--- config.mk ---
export PLATFORM = sky130hd
export DESIGN_NAME = mc_control_fsm
export DESIGN_NICKNAME = d
export VERILOG_FILES = /design/src/rtl/mc_control_fsm.sv
export SDC_FILE = /design/constraint.sdc
export NUM_CORES = 1
export LEC_CHECK = 0
export BUFFER_PORTS_ARGS = -buffer_cell sky130_fd_sc_hd__buf_2
export CAP_MARGIN = 20
export CORE_AREA = 2 2 39 41
export DETAILED_ROUTE_END_ITERATION = 8
export DIE_AREA = 0 0 41 43
export PLACE_DENSITY = 0.78
export SLEW_MARGIN = 30
export SYNTH_ARGS = -nofsm -noshare
export SYNTH_HDL_FRONTEND = slang
export SYNTH_SLANG_ARGS = --single-unit
--- constraint.sdc ---
create_clock -name clk -period 5.31 [get_ports clk]
set_clock_uncertainty 0.15 [all_clocks]
set_input_delay 0.531 -clock clk [delete_from_list [all_inputs] [get_ports clk]]
set_output_delay 0.531 -clock clk [all_outputs]
set_load 0.005 [all_outputs]
--- src/rtl/mc_control_fsm.sv ---
// ---------------------------------------------------------------------------
// mc_control_fsm
// Main control unit of the multicycle RV32I datapath. A Moore FSM steps
// each instruction through fetch / decode / execute / memory / writeback
// (3 to 5 cycles). It drives every datapath enable and mux select, and it
// drives imm_src to the immediate sign-extender downstream.
//
// Build option: define ILLEGAL_TRAP_EN to park unsupported opcodes in a
// TRAP state and to add the illegal_instr output. With the macro undefined,
// unsupported opcodes return to FETCH and behave as a NOP.
//
// Ports:
//   clk, rst_n     rising-edge clock, asynchronous active-low reset
//   op/funct3/funct7b5  instruction fields from the instruction register
//   zero           ALU zero flag (branch resolution)
//   pc_write, adr_src, mem_write, ir_write, reg_write   enables / selects
//   result_src, alu_src_a, alu_src_b, alu_control       mux selects / ALU op
//   imm_src        immediate format (I/S/B/J) for the sign-extender
//   state_o        current state (debug)
//   illegal_instr  high while trapped (ILLEGAL_TRAP_EN only)
// ---------------------------------------------------------------------------
module mc_control_fsm #(
    parameter int STATE_W = 4
) (
    input  logic               clk,
    input  logic               rst_n,
    input  logic [6:0]         op,
    input  logic [2:0]         funct3,
    input  logic               funct7b5,
    input  logic               zero,
    output logic               pc_write,
    output logic               adr_src,
    output logic               mem_write,
    output logic               ir_write,
    output logic [1:0]         result_src,
    output logic [1:0]         alu_src_a,
    output logic [1:0]         alu_src_b,
    output logic [2:0]         alu_control,
    output logic [1:0]         imm_src,
    output logic               reg_write,
    output logic [STATE_W-1:0] state_o
`ifdef ILLEGAL_TRAP_EN
    ,
    output logic               illegal_instr
`endif
);

    localparam logic [STATE_W-1:0] S_FETCH    = STATE_W'(4'd0);
    localparam logic [STATE_W-1:0] S_DECODE   = STATE_W'(4'd1);
    localparam logic [STATE_W-1:0] S_MEMADR   = STATE_W'(4'd2);
    localparam logic [STATE_W-1:0] S_MEMREAD  = STATE_W'(4'd3);
    localparam logic [STATE_W-1:0] S_MEMWB    = STATE_W'(4'd4);
    localparam logic [STATE_W-1:0] S_MEMWRITE = STATE_W'(4'd5);
    localparam logic [STATE_W-1:0] S_EXECUTER = STATE_W'(4'd6);
    localparam logic [STATE_W-1:0] S_EXECUTEI = STATE_W'(4'd7);
    localparam logic [STATE_W-1:0] S_ALUWB    = STATE_W'(4'd8);
    localparam logic [STATE_W-1:0] S_BEQ      = STATE_W'(4'd9);
    localparam logic [STATE_W-1:0] S_JAL      = STATE_W'(4'd10);
`ifdef ILLEGAL_TRAP_EN
    localparam logic [STATE_W-1:0] S_TRAP     = STATE_W'(4'd11);
`endif

    localparam logic [6:0] OP_LOAD  = 7'b0000011;
    localparam logic [6:0] OP_STORE = 7'b0100011;
    localparam logic [6:0] OP_RTYPE = 7'b0110011;
    localparam logic [6:0] OP_ITYPE = 7'b0010011;
    localparam logic [6:0] OP_BEQ   = 7'b1100011;
    localparam logic [6:0] OP_JAL   = 7'b1101111;

    localparam logic [1:0] ALUOP_ADD   = 2'b00;
    localparam logic [1:0] ALUOP_SUB   = 2'b01;
    localparam logic [1:0] ALUOP_FUNCT = 2'b10;

    logic [STATE_W-1:0] state_r;
    logic [STATE_W-1:0] next_state_s;
    logic [1:0]         aluop_s;
    logic               pc_update_s;
    logic               branch_s;

    // State register; reset returns to FETCH at once, aborting any instruction.
    always_ff @(posedge clk or negedge rst_n) begin
        if (!rst_n) begin
            state_r <= S_FETCH;
        end else begin
            state_r <= next_state_s;
        end
    end

    // Next-state logic.
    always_comb begin
        next_state_s = S_FETCH;
        case (state_r)
            S_FETCH:    next_state_s = S_DECODE;
            S_DECODE: begin
                case (op)
                    OP_LOAD, OP_STORE: next_state_s = S_MEMADR;
                    OP_RTYPE:          next_state_s = S_EXECUTER;
                    OP_ITYPE:          next_state_s = S_EXECUTEI;
                    OP_BEQ:            next_state_s = S_BEQ;
                    OP_JAL:            next_state_s = S_JAL;
`ifdef ILLEGAL_TRAP_EN
                    default:           next_state_s = S_TRAP;
`else
                    default:           next_state_s = S_FETCH;
`endif
                endcase
            end
            S_MEMADR: begin
                if (op == OP_LOAD) begin
                    next_state_s = S_MEMREAD;
                end else begin
                    next_state_s = S_MEMWRITE;
                end
            end
            S_MEMREAD:  next_state_s = S_MEMWB;
            S_EXECUTER: next_state_s = S_ALUWB;
            S_EXECUTEI: next_state_s = S_ALUWB;
            S_JAL:      next_state_s = S_ALUWB;
            S_MEMWB:    next_state_s = S_FETCH;
            S_MEMWRITE: next_state_s = S_FETCH;
            S_ALUWB:    next_state_s = S_FETCH;
            S_BEQ:      next_state_s = S_FETCH;
`ifdef ILLEGAL_TRAP_EN
            // Trap is sticky; only rst_n leaves it.
            S_TRAP:     next_state_s = S_TRAP;
`endif
            default:    next_state_s = S_FETCH;
        endcase
    end

    // Moore outputs per state; anything not set here stays 0.
    always_comb begin
        adr_src     = 1'b0;
        mem_write   = 1'b0;
        ir_write    = 1'b0;
        result_src  = 2'b00;
        alu_src_a   = 2'b00;
        alu_src_b   = 2'b00;
        reg_write   = 1'b0;
        aluop_s     = ALUOP_ADD;
        pc_update_s = 1'b0;
        branch_s    = 1'b0;
        case (state_r)
            S_FETCH: begin
                ir_write    = 1'b1;
                alu_src_b   = 2'b10;
                result_src  = 2'b10;
                pc_update_s = 1'b1;
            end
            S_DECODE: begin
                // Branch target PC+imm is precomputed here into ALUOut.
                alu_src_a = 2'b01;
                alu_src_b = 2'b01;
            end
            S_MEMADR: begin
                alu_src_a = 2'b10;
                alu_src_b = 2'b01;
            end
            S_MEMREAD: begin
                adr_src = 1'b1;
            end
            S_MEMWB: begin
                result_src = 2'b01;
                reg_write  = 1'b1;
            end
            S_MEMWRITE: begin
                adr_src   = 1'b1;
                mem_write = 1'b1;
            end
            S_EXECUTER: begin
                alu_src_a = 2'b10;
                aluop_s   = ALUOP_FUNCT;
            end
            S_EXECUTEI: begin
                alu_src_a = 2'b10;
                alu_src_b = 2'b01;
                aluop_s   = ALUOP_FUNCT;
            end
            S_ALUWB: begin
                reg_write = 1'b1;
            end
            S_BEQ: begin
                alu_src_a = 2'b10;
                aluop_s   = ALUOP_SUB;
                branch_s  = 1'b1;
            end
            S_JAL: begin
                alu_src_a   = 2'b01;
                alu_src_b   = 2'b10;
                pc_update_s = 1'b1;
            end
            default: begin
                aluop_s = ALUOP_ADD;
            end
        endcase
    end

    // ALU decoder; only R-type with funct7b5 subtracts (addi never does).
    always_comb begin
        alu_control = 3'b000;
        case (aluop_s)
            ALUOP_ADD: alu_control = 3'b000;
            ALUOP_SUB: alu_control = 3'b001;
            ALUOP_FUNCT: begin
                case (funct3)
                    3'b000: begin
                        if (op[5] & funct7b5) begin
                            alu_control = 3'b001;
                        end else begin
                            alu_control = 3'b000;
                        end
                    end
                    3'b010:  alu_control = 3'b101;
                    3'b110:  alu_control = 3'b011;
                    3'b111:  alu_control = 3'b010;
                    default: alu_control = 3'b000;
                endcase
            end
            default: alu_control = 3'b000;
        endcase
    end

    // Immediate format follows op in every state.
    always_comb begin
        imm_src = 2'b00;
        case (op)
            OP_STORE: imm_src = 2'b01;
            OP_BEQ:   imm_src = 2'b10;
            OP_JAL:   imm_src = 2'b11;
            default:  imm_src = 2'b00;
        endcase
    end

    assign pc_write = pc_update_s | (branch_s & zero);
    assign state_o  = state_r;

`ifdef ILLEGAL_TRAP_EN
    assign illegal_instr = (state_r == S_TRAP);
`endif

endmodule

==> impl_metrics.json <==
{
  "status": "finished clean",
  "ir_drop_mv": 0.0977,
  "cts_tree": "built",
  "cts_setup_buffers": 0,
  "drive_gt1_share_pct": 36.9,
  "syn-num-nets": 88,
  "r2r_end": "state_o[1]",
  "tightestPinTransition_ps": 517,
  "routed_via_density": 5.39,
  "fmax_mhz": 356,
  "portBuffers": 33,
  "fillerInstances": 151,
  "pre_cts_slack_ps": 2800,
  "area_delta_synth_final_pct": 34.0,
  "slew_violations": 0,
  "clk_latency_ps": 230,
  "hpwlAfterDp_mm": 1.07,
  "async_flop_share_pct": 100,
  "nets": 121,
  "synth_area_sq_um": 548,
  "hold_ws_ps": 483,
  "numCtsBuffers": 3,
  "ctsHoldBuffers": 1,
  "drc_errors": 0,
  "finalWirelength_mm": 1.46,
  "drt_iter0_drc": 6,
  "synth-edff-count": 0,
  "post_cts_resized": 0,
  "ys_ff_latch": 4,
  "diodes": 0,
  "vias": 642,
  "yosys_warnings": 0,
  "drt-wirelength-per-cell_microns": 12.2,
  "endpoint_kind": "output port",
  "p_total_mw": 0.178,
  "start_kind": "flop",
  "dr.pass1.iters": 4,
  "largest_reg_flops": 4,
  "crit_arrival_ps": 2130,
  "grt_pass1_wl_mm": 2.25,
  "setup_violations": 0,
  "grt-ovfl-total": 0,
  "seq_area_frac_synth_pct": 18.3,
  "grt_pass1_vias": 569,
  "clock-root-buffer": "clkbuf_4",
  "die_h_microns": 43,
  "synth.area.top_cells": "dfrtp_1, xnor2_1, nor3_1",
  "coreArea_sq_um": 1380,
  "h-tree-depth": 1,
  "grt_max_degree": 17,
  "synthFlopType": "dfrtp_1",
  "drtAntennaViolNets": 0,
  "tns_ps": 0,
  "clk_pin_slew_worst_paths_ps": 40,
  "die_area_sq_um": 1760,
  "r2r_cells": 3,
  "power.density_nw_per_um2": 242,
  "slew_headroom_pct": 65.5,
  "ctsLongestPathBuffers": 2,
  "critPathMaxFanout": 14,
  "setup_ws_ps": 2500,
  "avgSynthCellArea_sq_um": 7.61,
  "synth_top_cell_area_share_pct": 18.3,
  "hold_violations": 0,
  "die_w_microns": 41,
  "fin_crit_ps": 2810,
  "cap_viol_max_count": 0,
  "hp-class": "primary input to asynchronous set/reset pin",
  "yosysUniqueCellTypes": 35,
  "grt_use_total_pct": 18.2,
  "synthCells": 72,
  "antenna_found_initial": 0,
  "synth.largest_area_cell": "dfrtp_1",
  "period_share_pct": 53.0,
  "gp_congestion": 0.769,
  "start_util_pct": 39.6,
  "final_util_pct": 53.1,
  "rrSetupSlack_ps": 3620,
  "crit_required_ps": 4630,
  "num_io_pins": 34,
  "rsz0062_at_grt": "false",
  "fp-row-count": 14,
  "power_leakage_nw": 0.361,
  "clkSinkCount": 4,
  "worstReg2RegStart": "state_o[1]",
  "crit_type": "flop to output port"
}
==> worst max path at each step <==
| stage | from | end | cells past startpoint | slack [ps] |
|---|---|---|---|---|
| after global placement | state_o[2] | alu_control[2] | 5 | 2870 |
| final | state_o[2] | alu_control[2] | 5 | 2500 |
| after floorplan | state_o[0] | alu_control[2] | 5 | 3070 |
| after CTS | state_o[2] | alu_control[2] | 5 | 2490 |
| after detailed placement | state_o[2] | alu_control[2] | 5 | 2800 |
| after global routing | state_o[2] | alu_control[2] | 5 | 2300 |
==> metal layers <==
metal  track usage (%)  part of all wire (%)
met3              3.14                   7.5
met1              23.5                    42
met4              10.0                     0
met2              27.5                    51
met5                 0                     0
==> report_power, final <==
part	internal [mW]	leakage, nW	switching, mW
sequential	0.0347	0.0538	0.0136
clock	0.0253	0.0138	0.0120
combinational	0.0449	0.294	0.0476
==> cell families after synthesis <==
group	share of synthesized area [%]
xor+xnor	7.99
buf+inv	9.13
fa+ha+maj	4.57
simple gates	37.7
mux	1.83
compound gates	20.5
flops	18.3
==> worst max-delay path: stages (launching register included) <==
cell	delay, ps
dfrtp_1	540
nor3b_1	440
nand2_1	160
ha_1	360
nor4bb_1	240
buf_2	150
==> metrics by stage <==
step	instances	cell area [sq um]
global route	119	734
detailed placement	115	702
CTS	119	734
global placement	115	702
floorplan	72	548
finish	119	734
==> layout make-up <==
| class | instances | area [sq um] | area share, % |
|---|---|---|---|
| inverters | 5 | 18.8 | 2.56 |
| clock buffers | 3 | 22.5 | 3.07 |
| well taps | 16 | 20.0 | 2.73 |
| flip-flops and latches | 4 | 100 | 13.6 |
| multi-input cells | 57 | 398 | 54.2 |
| repair buffers | 34 | 175 | 23.9 |
==> synth_stat cells (2+ instances only) <==
cell type  number
ha_1            2
nor2b_1         3
o21ai_0         3
a21oi_1         5
buf_2           4
nor4_1          2
and4b_1         2
nor2_1          5
nand3b_1        3
inv_1           5
dfrtp_1         4
xnor2_1         4
o21a_1          3
nor3_1          6
==> layout by cell type, fill, tap and decap left out, types with 2 or more instances in the layout <==
| master | instances |
|---|---|
| xnor2_1 | 4 |
| buf_2 | 33 |
| nor4_1 | 2 |
| nor2_1 | 5 |
| nand3b_1 | 3 |
| and4b_1 | 2 |
| o21ai_0 | 3 |
| nor2b_1 | 3 |
| inv_1 | 5 |
| a21oi_1 | 5 |
| nor3_1 | 6 |
| dfrtp_1 | 4 |
| ha_1 | 2 |
| o21a_1 | 3 |
| clkbuf_4 | 3 |
No activity file was read; power rests on OpenSTA's default activity.
